$ cat config.mk
export PLATFORM = sky130hd
export DESIGN_NAME = inst_encoder_flat
export DESIGN_NICKNAME = d
export VERILOG_FILES = /design/src/rtl/inst_encoder_pkg.sv /design/src/rtl/inst_encoder_if.sv /design/src/rtl/inst_encoder_pack.sv /design/src/rtl/inst_encoder.sv /design/src/flat_wrapper.sv
export SDC_FILE = /design/constraint.sdc
export NUM_CORES = 1
export LEC_CHECK = 0
export ABC_CLOCK_PERIOD_IN_PS = 2200
export CAP_MARGIN = 20
export CORE_UTILIZATION = 49
export DETAILED_ROUTE_END_ITERATION = 10
export PLACE_DENSITY = 0.85
export SYNTH_ARGS = -nofsm -noshare
export SYNTH_HDL_FRONTEND = slang
export SYNTH_SLANG_ARGS = --single-unit
$ cat constraint.sdc
create_clock -name clk -period 2.2 [get_ports clk]
set_input_delay 0.22 -clock clk [delete_from_list [all_inputs] [get_ports clk]]
set_output_delay 0.22 -clock clk [all_outputs]
set_load 0.05 [all_outputs]
$ cat src/rtl/inst_encoder_pkg.sv
// Shared RV32I constants, field bundle and encoder state type.
// The encoder is the inverse of the decoder, so both sides must agree on these encodings.
package inst_encoder_pkg;

    localparam logic [2:0] INSTRUCTION_TYPE_R = 3'd0;
    localparam logic [2:0] INSTRUCTION_TYPE_I = 3'd1;
    localparam logic [2:0] INSTRUCTION_TYPE_S = 3'd2;
    localparam logic [2:0] INSTRUCTION_TYPE_U = 3'd3;
    localparam logic [2:0] INSTRUCTION_TYPE_B = 3'd4;
    localparam logic [2:0] INSTRUCTION_TYPE_J = 3'd5;

    localparam logic [6:0] OPCODE_OP     = 7'b0110011;
    localparam logic [6:0] OPCODE_OP_IMM = 7'b0010011;
    localparam logic [6:0] OPCODE_LOAD   = 7'b0000011;
    localparam logic [6:0] OPCODE_STORE  = 7'b0100011;
    localparam logic [6:0] OPCODE_BRANCH = 7'b1100011;
    localparam logic [6:0] OPCODE_LUI    = 7'b0110111;
    localparam logic [6:0] OPCODE_AUIPC  = 7'b0010111;
    localparam logic [6:0] OPCODE_JAL    = 7'b1101111;
    localparam logic [6:0] OPCODE_JALR   = 7'b1100111;

    localparam logic [2:0] F3_ADD_SUB = 3'b000;
    localparam logic [2:0] F3_SLL     = 3'b001;
    localparam logic [2:0] F3_SLT     = 3'b010;
    localparam logic [2:0] F3_SLTU    = 3'b011;
    localparam logic [2:0] F3_XOR     = 3'b100;
    localparam logic [2:0] F3_SRL_SRA = 3'b101;
    localparam logic [2:0] F3_OR      = 3'b110;
    localparam logic [2:0] F3_AND     = 3'b111;
    localparam logic [2:0] F3_SLLI    = 3'b001;
    localparam logic [2:0] F3_SRLI    = 3'b101;
    localparam logic [2:0] F3_BEQ     = 3'b000;
    localparam logic [2:0] F3_BNE     = 3'b001;
    localparam logic [2:0] F3_LW      = 3'b010;
    localparam logic [2:0] F3_SW      = 3'b010;

    localparam logic [31:0] NOP_WORD = 32'h00000013;

    typedef enum logic [1:0] {
        IDLE = 2'd0,
        RUN  = 2'd1,
        DONE = 2'd2
    } enc_state_e;

    typedef struct packed {
        logic [2:0]  inst_type;
        logic [6:0]  opcode;
        logic [2:0]  funct_3;
        logic [6:0]  funct_7;
        logic [4:0]  rs1;
        logic [4:0]  rs2;
        logic [4:0]  rd;
        logic [11:0] imm;
        logic [19:0] imm_U_J;
    } inst_fields_t;

endpackage

$ cat src/rtl/inst_encoder_if.sv
// Loader-side bundle: burst control, field bundle handshake and imem write port.
interface inst_encoder_if #(
    parameter int ADDR_W = 32,
    parameter int LEN_W  = 16
);
    logic              start;
    logic [ADDR_W-1:0] base_addr;
    logic [LEN_W-1:0]  len;
    logic              in_valid;
    logic              in_ready;
    logic [2:0]        inst_type;
    logic [6:0]        opcode;
    logic [2:0]        funct_3;
    logic [6:0]        funct_7;
    logic [4:0]        rs1;
    logic [4:0]        rs2;
    logic [4:0]        rd;
    logic [11:0]       imm;
    logic [19:0]       imm_U_J;
    logic              imem_wr_en;
    logic [ADDR_W-1:0] imem_addr;
    logic [31:0]       imem_wdata;
    logic              busy;
    logic              done;
    logic              err;

    modport master (
        output start, base_addr, len, in_valid, inst_type, opcode, funct_3, funct_7,
               rs1, rs2, rd, imm, imm_U_J,
        input  in_ready, imem_wr_en, imem_addr, imem_wdata, busy, done, err
    );

    modport slave (
        input  start, base_addr, len, in_valid, inst_type, opcode, funct_3, funct_7,
               rs1, rs2, rd, imm, imm_U_J,
        output in_ready, imem_wr_en, imem_addr, imem_wdata, busy, done, err
    );
endinterface

$ cat src/rtl/inst_encoder_pack.sv
// Combinational field-to-word packer; B/J immediates use the decoder's packed layout,
// not the raw ISA immediate, so imm bit k is not instruction bit k.
module inst_pack
    import inst_encoder_pkg::*;
(
    input  inst_fields_t i_fields,
    output logic [31:0]  o_word,
    output logic         o_illegal
);
    logic w_shift;

    assign w_shift = (i_fields.opcode == OPCODE_OP_IMM) &&
                     ((i_fields.funct_3 == F3_SLLI) || (i_fields.funct_3 == F3_SRLI));

    always_comb begin
        o_word    = NOP_WORD;
        o_illegal = 1'b0;
        case (i_fields.inst_type)
            INSTRUCTION_TYPE_R:
                o_word = {i_fields.funct_7, i_fields.rs2, i_fields.rs1, i_fields.funct_3,
                          i_fields.rd, i_fields.opcode};
            INSTRUCTION_TYPE_I:
                if (w_shift)
                    o_word = {i_fields.funct_7, i_fields.imm[4:0], i_fields.rs1,
                              i_fields.funct_3, i_fields.rd, i_fields.opcode};
                else
                    o_word = {i_fields.imm, i_fields.rs1, i_fields.funct_3,
                              i_fields.rd, i_fields.opcode};
            INSTRUCTION_TYPE_S:
                o_word = {i_fields.imm[11:5], i_fields.rs2, i_fields.rs1, i_fields.funct_3,
                          i_fields.imm[4:0], i_fields.opcode};
            INSTRUCTION_TYPE_B:
                o_word = {i_fields.imm[11], i_fields.imm[9:4], i_fields.rs2, i_fields.rs1,
                          i_fields.funct_3, i_fields.imm[3:0], i_fields.imm[10],
                          i_fields.opcode};
            INSTRUCTION_TYPE_U:
                o_word = {i_fields.imm_U_J, i_fields.rd, i_fields.opcode};
            INSTRUCTION_TYPE_J:
                o_word = {i_fields.imm_U_J[19], i_fields.imm_U_J[9:0], i_fields.imm_U_J[10],
                          i_fields.imm_U_J[18:11], i_fields.rd, i_fields.opcode};
            default:
                o_illegal = 1'b1;
        endcase
    end
endmodule

$ cat src/rtl/inst_encoder.sv
// Burst encoder: accepts len field bundles after start and writes one encoded word
// per accepted bundle to consecutive imem addresses, one cycle after the handshake.
module inst_encoder
    import inst_encoder_pkg::*;
#(
    parameter int ADDR_W = 32,
    parameter int LEN_W  = 16
) (
    input  logic           clk,
    input  logic           reset,
    inst_encoder_if.slave  bus
);
    enc_state_e        r_state;
    logic [ADDR_W-1:0] r_ptr;
    logic [LEN_W-1:0]  r_len;
    logic [LEN_W-1:0]  r_cnt;
    logic              r_wr_en;
    logic [ADDR_W-1:0] r_addr;
    logic [31:0]       r_wdata;
    logic              r_err;

    inst_fields_t      w_fields;
    logic [31:0]       w_word;
    logic              w_illegal;
    logic              w_hs;
    logic [LEN_W-1:0]  w_cnt_nxt;

    always_comb begin
        w_fields           = '0;
        w_fields.inst_type = bus.inst_type;
        w_fields.opcode    = bus.opcode;
        w_fields.funct_3   = bus.funct_3;
        w_fields.funct_7   = bus.funct_7;
        w_fields.rs1       = bus.rs1;
        w_fields.rs2       = bus.rs2;
        w_fields.rd        = bus.rd;
        w_fields.imm       = bus.imm;
        w_fields.imm_U_J   = bus.imm_U_J;
    end

    inst_pack u_pack (
        .i_fields  (w_fields),
        .o_word    (w_word),
        .o_illegal (w_illegal)
    );

    assign w_hs      = bus.in_valid && (r_state == RUN);
    assign w_cnt_nxt = r_cnt + LEN_W'(1);

    always_ff @(posedge clk) begin
        if (reset) begin
            r_state <= IDLE;
            r_ptr   <= '0;
            r_len   <= '0;
            r_cnt   <= '0;
            r_wr_en <= 1'b0;
            r_addr  <= '0;
            r_wdata <= '0;
            r_err   <= 1'b0;
        end else begin
            r_wr_en <= 1'b0;
            case (r_state)
                IDLE: begin
                    if (bus.start) begin
                        r_ptr   <= bus.base_addr & ~ADDR_W'(3);
                        r_len   <= bus.len;
                        r_cnt   <= '0;
                        r_err   <= 1'b0;
                        r_state <= (bus.len == '0) ? DONE : RUN;
                    end
                end
                RUN: begin
                    if (w_hs) begin
                        r_wr_en <= 1'b1;
                        r_addr  <= r_ptr;
                        r_wdata <= w_word;
                        r_ptr   <= r_ptr + ADDR_W'(4);
                        r_cnt   <= w_cnt_nxt;
                        if (w_illegal)
                            r_err <= 1'b1;
                        if (w_cnt_nxt == r_len)
                            r_state <= DONE;
                    end
                end
                DONE:    r_state <= IDLE;
                default: r_state <= IDLE;
            endcase
        end
    end

    assign bus.in_ready   = (r_state == RUN);
    assign bus.busy       = (r_state == RUN);
    assign bus.done       = (r_state == DONE);
    assign bus.imem_wr_en = r_wr_en;
    assign bus.imem_addr  = r_addr;
    assign bus.imem_wdata = r_wdata;
    assign bus.err        = r_err;
endmodule

$ cat src/flat_wrapper.sv
// flat-port wrapper written by rule: the top's interface ports become plain ports
module inst_encoder_flat import inst_encoder_pkg::*;
#(
    parameter int ADDR_W = 32,
    parameter int LEN_W  = 16
)
  (clk, reset, bus_start, bus_base_addr, bus_len, bus_in_valid, bus_inst_type, bus_opcode, bus_funct_3, bus_funct_7, bus_rs1, bus_rs2, bus_rd, bus_imm, bus_imm_U_J, bus_in_ready, bus_imem_wr_en, bus_imem_addr, bus_imem_wdata, bus_busy, bus_done, bus_err);
  inst_encoder_if #(.ADDR_W(ADDR_W), .LEN_W(LEN_W)) bus_i ();
  input  logic clk;
  input  logic reset;
  input wire logic [$bits(bus_i.start)-1:0] bus_start;
  input wire logic [$bits(bus_i.base_addr)-1:0] bus_base_addr;
  input wire logic [$bits(bus_i.len)-1:0] bus_len;
  input wire logic [$bits(bus_i.in_valid)-1:0] bus_in_valid;
  input wire logic [$bits(bus_i.inst_type)-1:0] bus_inst_type;
  input wire logic [$bits(bus_i.opcode)-1:0] bus_opcode;
  input wire logic [$bits(bus_i.funct_3)-1:0] bus_funct_3;
  input wire logic [$bits(bus_i.funct_7)-1:0] bus_funct_7;
  input wire logic [$bits(bus_i.rs1)-1:0] bus_rs1;
  input wire logic [$bits(bus_i.rs2)-1:0] bus_rs2;
  input wire logic [$bits(bus_i.rd)-1:0] bus_rd;
  input wire logic [$bits(bus_i.imm)-1:0] bus_imm;
  input wire logic [$bits(bus_i.imm_U_J)-1:0] bus_imm_U_J;
  output wire logic [$bits(bus_i.in_ready)-1:0] bus_in_ready;
  output wire logic [$bits(bus_i.imem_wr_en)-1:0] bus_imem_wr_en;
  output wire logic [$bits(bus_i.imem_addr)-1:0] bus_imem_addr;
  output wire logic [$bits(bus_i.imem_wdata)-1:0] bus_imem_wdata;
  output wire logic [$bits(bus_i.busy)-1:0] bus_busy;
  output wire logic [$bits(bus_i.done)-1:0] bus_done;
  output wire logic [$bits(bus_i.err)-1:0] bus_err;
  assign bus_i.start = bus_start;
  assign bus_i.base_addr = bus_base_addr;
  assign bus_i.len = bus_len;
  assign bus_i.in_valid = bus_in_valid;
  assign bus_i.inst_type = bus_inst_type;
  assign bus_i.opcode = bus_opcode;
  assign bus_i.funct_3 = bus_funct_3;
  assign bus_i.funct_7 = bus_funct_7;
  assign bus_i.rs1 = bus_rs1;
  assign bus_i.rs2 = bus_rs2;
  assign bus_i.rd = bus_rd;
  assign bus_i.imm = bus_imm;
  assign bus_i.imm_U_J = bus_imm_U_J;
  assign bus_in_ready = bus_i.in_ready;
  assign bus_imem_wr_en = bus_i.imem_wr_en;
  assign bus_imem_addr = bus_i.imem_addr;
  assign bus_imem_wdata = bus_i.imem_wdata;
  assign bus_busy = bus_i.busy;
  assign bus_done = bus_i.done;
  assign bus_err = bus_i.err;
  inst_encoder #(.ADDR_W(ADDR_W), .LEN_W(LEN_W)) u_core (.clk(clk), .reset(reset), .bus(bus_i));
endmodule
==> impl_metrics.json <==
{
  "routed_wl_um": 21000,
  "ys.warnings.count": 0,
  "tightest_slew_ps": 838,
  "io_pins": 188,
  "cts_made_buffers": 17,
  "crit_arrival_ps": 1890,
  "cp-end-kind": "output pin",
  "hold_depth": 2,
  "cp_slowest_stage_delay_ps": 830,
  "synthFlopType": "dfxtp_1",
  "clock_latency_ps": 430,
  "clkSlewWorstSetupHoldPaths_ps": 60,
  "syn_to_final_growth_pct": 41.6,
  "timing.rr.end": "u_core.r_state[0]",
  "hold_end": "u_core.bus.imem_wdata[21]",
  "final_cell_mix": "180 x clkdlybuf4s50_1, 170 x nand2_1, 128 x dfxtp_1",
  "viasPerCell": 5.81,
  "synth_edf_count": 0,
  "p_leak_nw": 3.35,
  "ys_ff_latch": 128,
  "r2r_cells": 6,
  "grt_pass1_vias": 7001,
  "slew_viol_final": 0,
  "synth-async-reset-ratio_pct": 0,
  "r2r_slack_ps": 150,
  "min_from": "reset",
  "synthDistinctLibCells": 65,
  "drive_gt1_share_pct": 9.74,
  "p_int_mw": 4.70,
  "rows": 42,
  "initialDrtViolationCount": 769,
  "die_area_mm2": 0.0142,
  "vias": 7344,
  "period_needed_ps": 2110,
  "maxCapViolCount": 0,
  "setup_viol": 0,
  "fin_nets": 1196,
  "antenna_cells": 0,
  "timing.slew.headroom_pct": 43.6,
  "crit_type": "reg2out",
  "hold_violations": 0,
  "max_freq_mhz": 474,
  "synthCells": 900,
  "grt_max_degree": 106,
  "cts_max_path_buffers": 2,
  "dp_hpwl_um": 14500,
  "status": "complete, no violations",
  "fillCellCount": 1043,
  "power_frac_seq_pct": 38.6,
  "comb_power_share_pct": 17.7,
  "die_w_um": 119,
  "hold_path.class": "in2reg",
  "fin_crit_sh_pct": 96.0,
  "power_density_mw_per_mm2": 687,
  "crit_chain": "nor2b_1 > clkdlybuf4s50_1",
  "clkPwrFrac_pct": 43.7,
  "worst_hold_slack_ps": 108,
  "cts_tree": "built",
  "core_region_area_mm2": 0.0133,
  "ys_seq_area_share_pct": 38.2,
  "antenna_found_initial": 0,
  "postRouteAntennaNets": 0,
  "grt_pass1_wl_um": 34000,
  "finalClockSkew_ps": 11.4,
  "irDropWorstVdd_v": 0.000540,
  "drc": 0,
  "switching_share_pct": 27.9,
  "wire_per_inst_um": 16.6,
  "crit_path_top_delay_cell": "clkdlybuf4s50_1",
  "switchingPower_mw": 1.82,
  "worstSetupStartpointType": "register",
  "crit_required_ps": 1980,
  "grt.total_usage_pct": 30.1,
  "fin_util_pct": 71.4,
  "clock-sinks": 128,
  "grt_overflow_total": 0,
  "drtPass1Iterations": 7,
  "die-height_um": 119,
  "start_util_pct": 50.4,
  "syn_avg_cell_area_um2": 7.45,
  "portBuffers": 183,
  "gp_congestion": 0.923,
  "ctsHoldBuffers": 0,
  "r2r_start": "u_core.r_cnt[2]",
  "htreeDepth": 4,
  "netlist_area_mm2": 0.00671,
  "clockRootBuffer": "clkbuf_16",
  "final_common_cell": "clkdlybuf4s50_1",
  "path_max_fanout": 7
}
## metal layers
| layer | wire [um] | GRT usage, % | vias up | share of wire, % |
|---|---|---|---|---|
| li1 | - | - | 3551 | - |
| met1 | 8470 | 35.5 | 3423 | 40 |
| met2 | 10200 | 50.9 | 318 | 49 |
| met3 | 1630 | 7.04 | 52 | 7.8 |
| met4 | 658 | 15.0 | 0 | 3.1 |
| met5 | 0 | 0 | - | 0 |
## worst max path at each step
stage / endpoint / from / depth (start not counted)
floorplan: bus_in_ready / u_core.r_state[1] / 5
global placement: u_core.bus.imem_wdata[31] / bus_funct_3[1] / 7
detailed placement: u_core.bus.imem_wdata[12] / bus_inst_type[2] / 5
CTS: bus_done / u_core.r_state[1] / 2
global route: u_core.r_state[0] / u_core.r_cnt[2] / 6
finish: bus_done / u_core.r_state[1] / 2
## worst max-delay path, delay by kind of cell (launching register included)
| kind | cells | cell delay, ps |
|---|---|---|
| buffers and inverters | 1 | 830 |
| flip-flops | 1 | 410 |
| AND/OR/NAND/NOR | 1 | 230 |
## through the flow
stage / total power [mW] / TNS (ps) / area [um^2] / cells / setup WS [ps]
after detailed placement: 3.71 / 0 / 8880 / 1230 / 50.5
after CTS: 6.53 / 0 / 9480 / 1262 / 88.2
after global placement: 3.69 / 0 / 8880 / 1230 / 87.0
after floorplan: 3.20 / 0 / 6710 / 901 / 150
after global routing: 6.76 / -18.7 / 9490 / 1264 / -18.7
final: 6.53 / 0 / 9490 / 1264 / 88.3
## final cells by class
class | count | area [um^2] | area share, %
Multi-Input combinational cell | 696 | 3850 | 40.6
Sequential cell | 128 | 2560 | 27.0
Timing Repair Buffer | 224 | 2230 | 23.5
Clock buffer | 17 | 425 | 4.48
Tap cell | 176 | 220 | 2.32
Clock inverter | 15 | 169 | 1.78
Inverter | 8 | 30.0 | 0.316
## sequential cells by signal (all words and copies together) (netlist names)
name and flops:
u_core.bus.imem_wdata 32, u_core.bus.imem_addr 30, u_core.r_ptr 30, u_core.r_cnt 16, u_core.r_len 16, u_core.r_state 2
u_core.bus.err 1, u_core.bus.imem_wr_en 1
## synthesized netlist by cell type, types with 9 or more instances
cell type,count,area share (%)
nand4_1,11,1.0
nand2_1,171,9.6
nor2b_1,15,1.4
xnor2_1,18,2.4
clkbuf_1,55,3.1
nor2_1,83,4.6
nor3_1,31,2.3
o2111ai_1,13,1.7
dfxtp_1,128,38
nand2b_1,10,0.93
nor4_1,9,0.84
o21ai_0,62,4.6
a31oi_1,10,0.93
a21oi_1,119,8.9
nand3_1,22,1.6
## power groups by stage
stage	Clock, mW	Combinational (mW)	Sequential (mW)
2_1_floorplan	0	0.519	2.68
3_5_place_dp	0	1.14	2.57
5_1_grt	2.98	1.24	2.54
3_3_place_gp	0	1.13	2.56
4_1_cts	2.86	1.15	2.52
6_report	2.85	1.16	2.52
## what timing repair did
| action | in CTS | in global routing |
|---|---|---|
| setup buffers | 0 | 2 |
| endpoints found under the setup margin | 0 | 1 |
| gates resized for setup | 0 | 1 |
## logic make-up (layout without fill, tap and decap cells)
logic type | after synthesis | in the layout | synth area share [%]
AOI/OAI and AO/OA | 268 | 268 | 24.2
buffers and inverters | 77 | 264 | 4.57
adders and majority gates | 2 | 2 | 0.373
and+or+nand+nor | 385 | 385 | 27.1
other | 1 | 2 | 0.0559
muxes | 13 | 13 | 2.07
DFF | 128 | 128 | 38.2
xor gates and xnor gates | 26 | 26 | 3.40
Note: power is estimated with default switching activity, not from simulation.
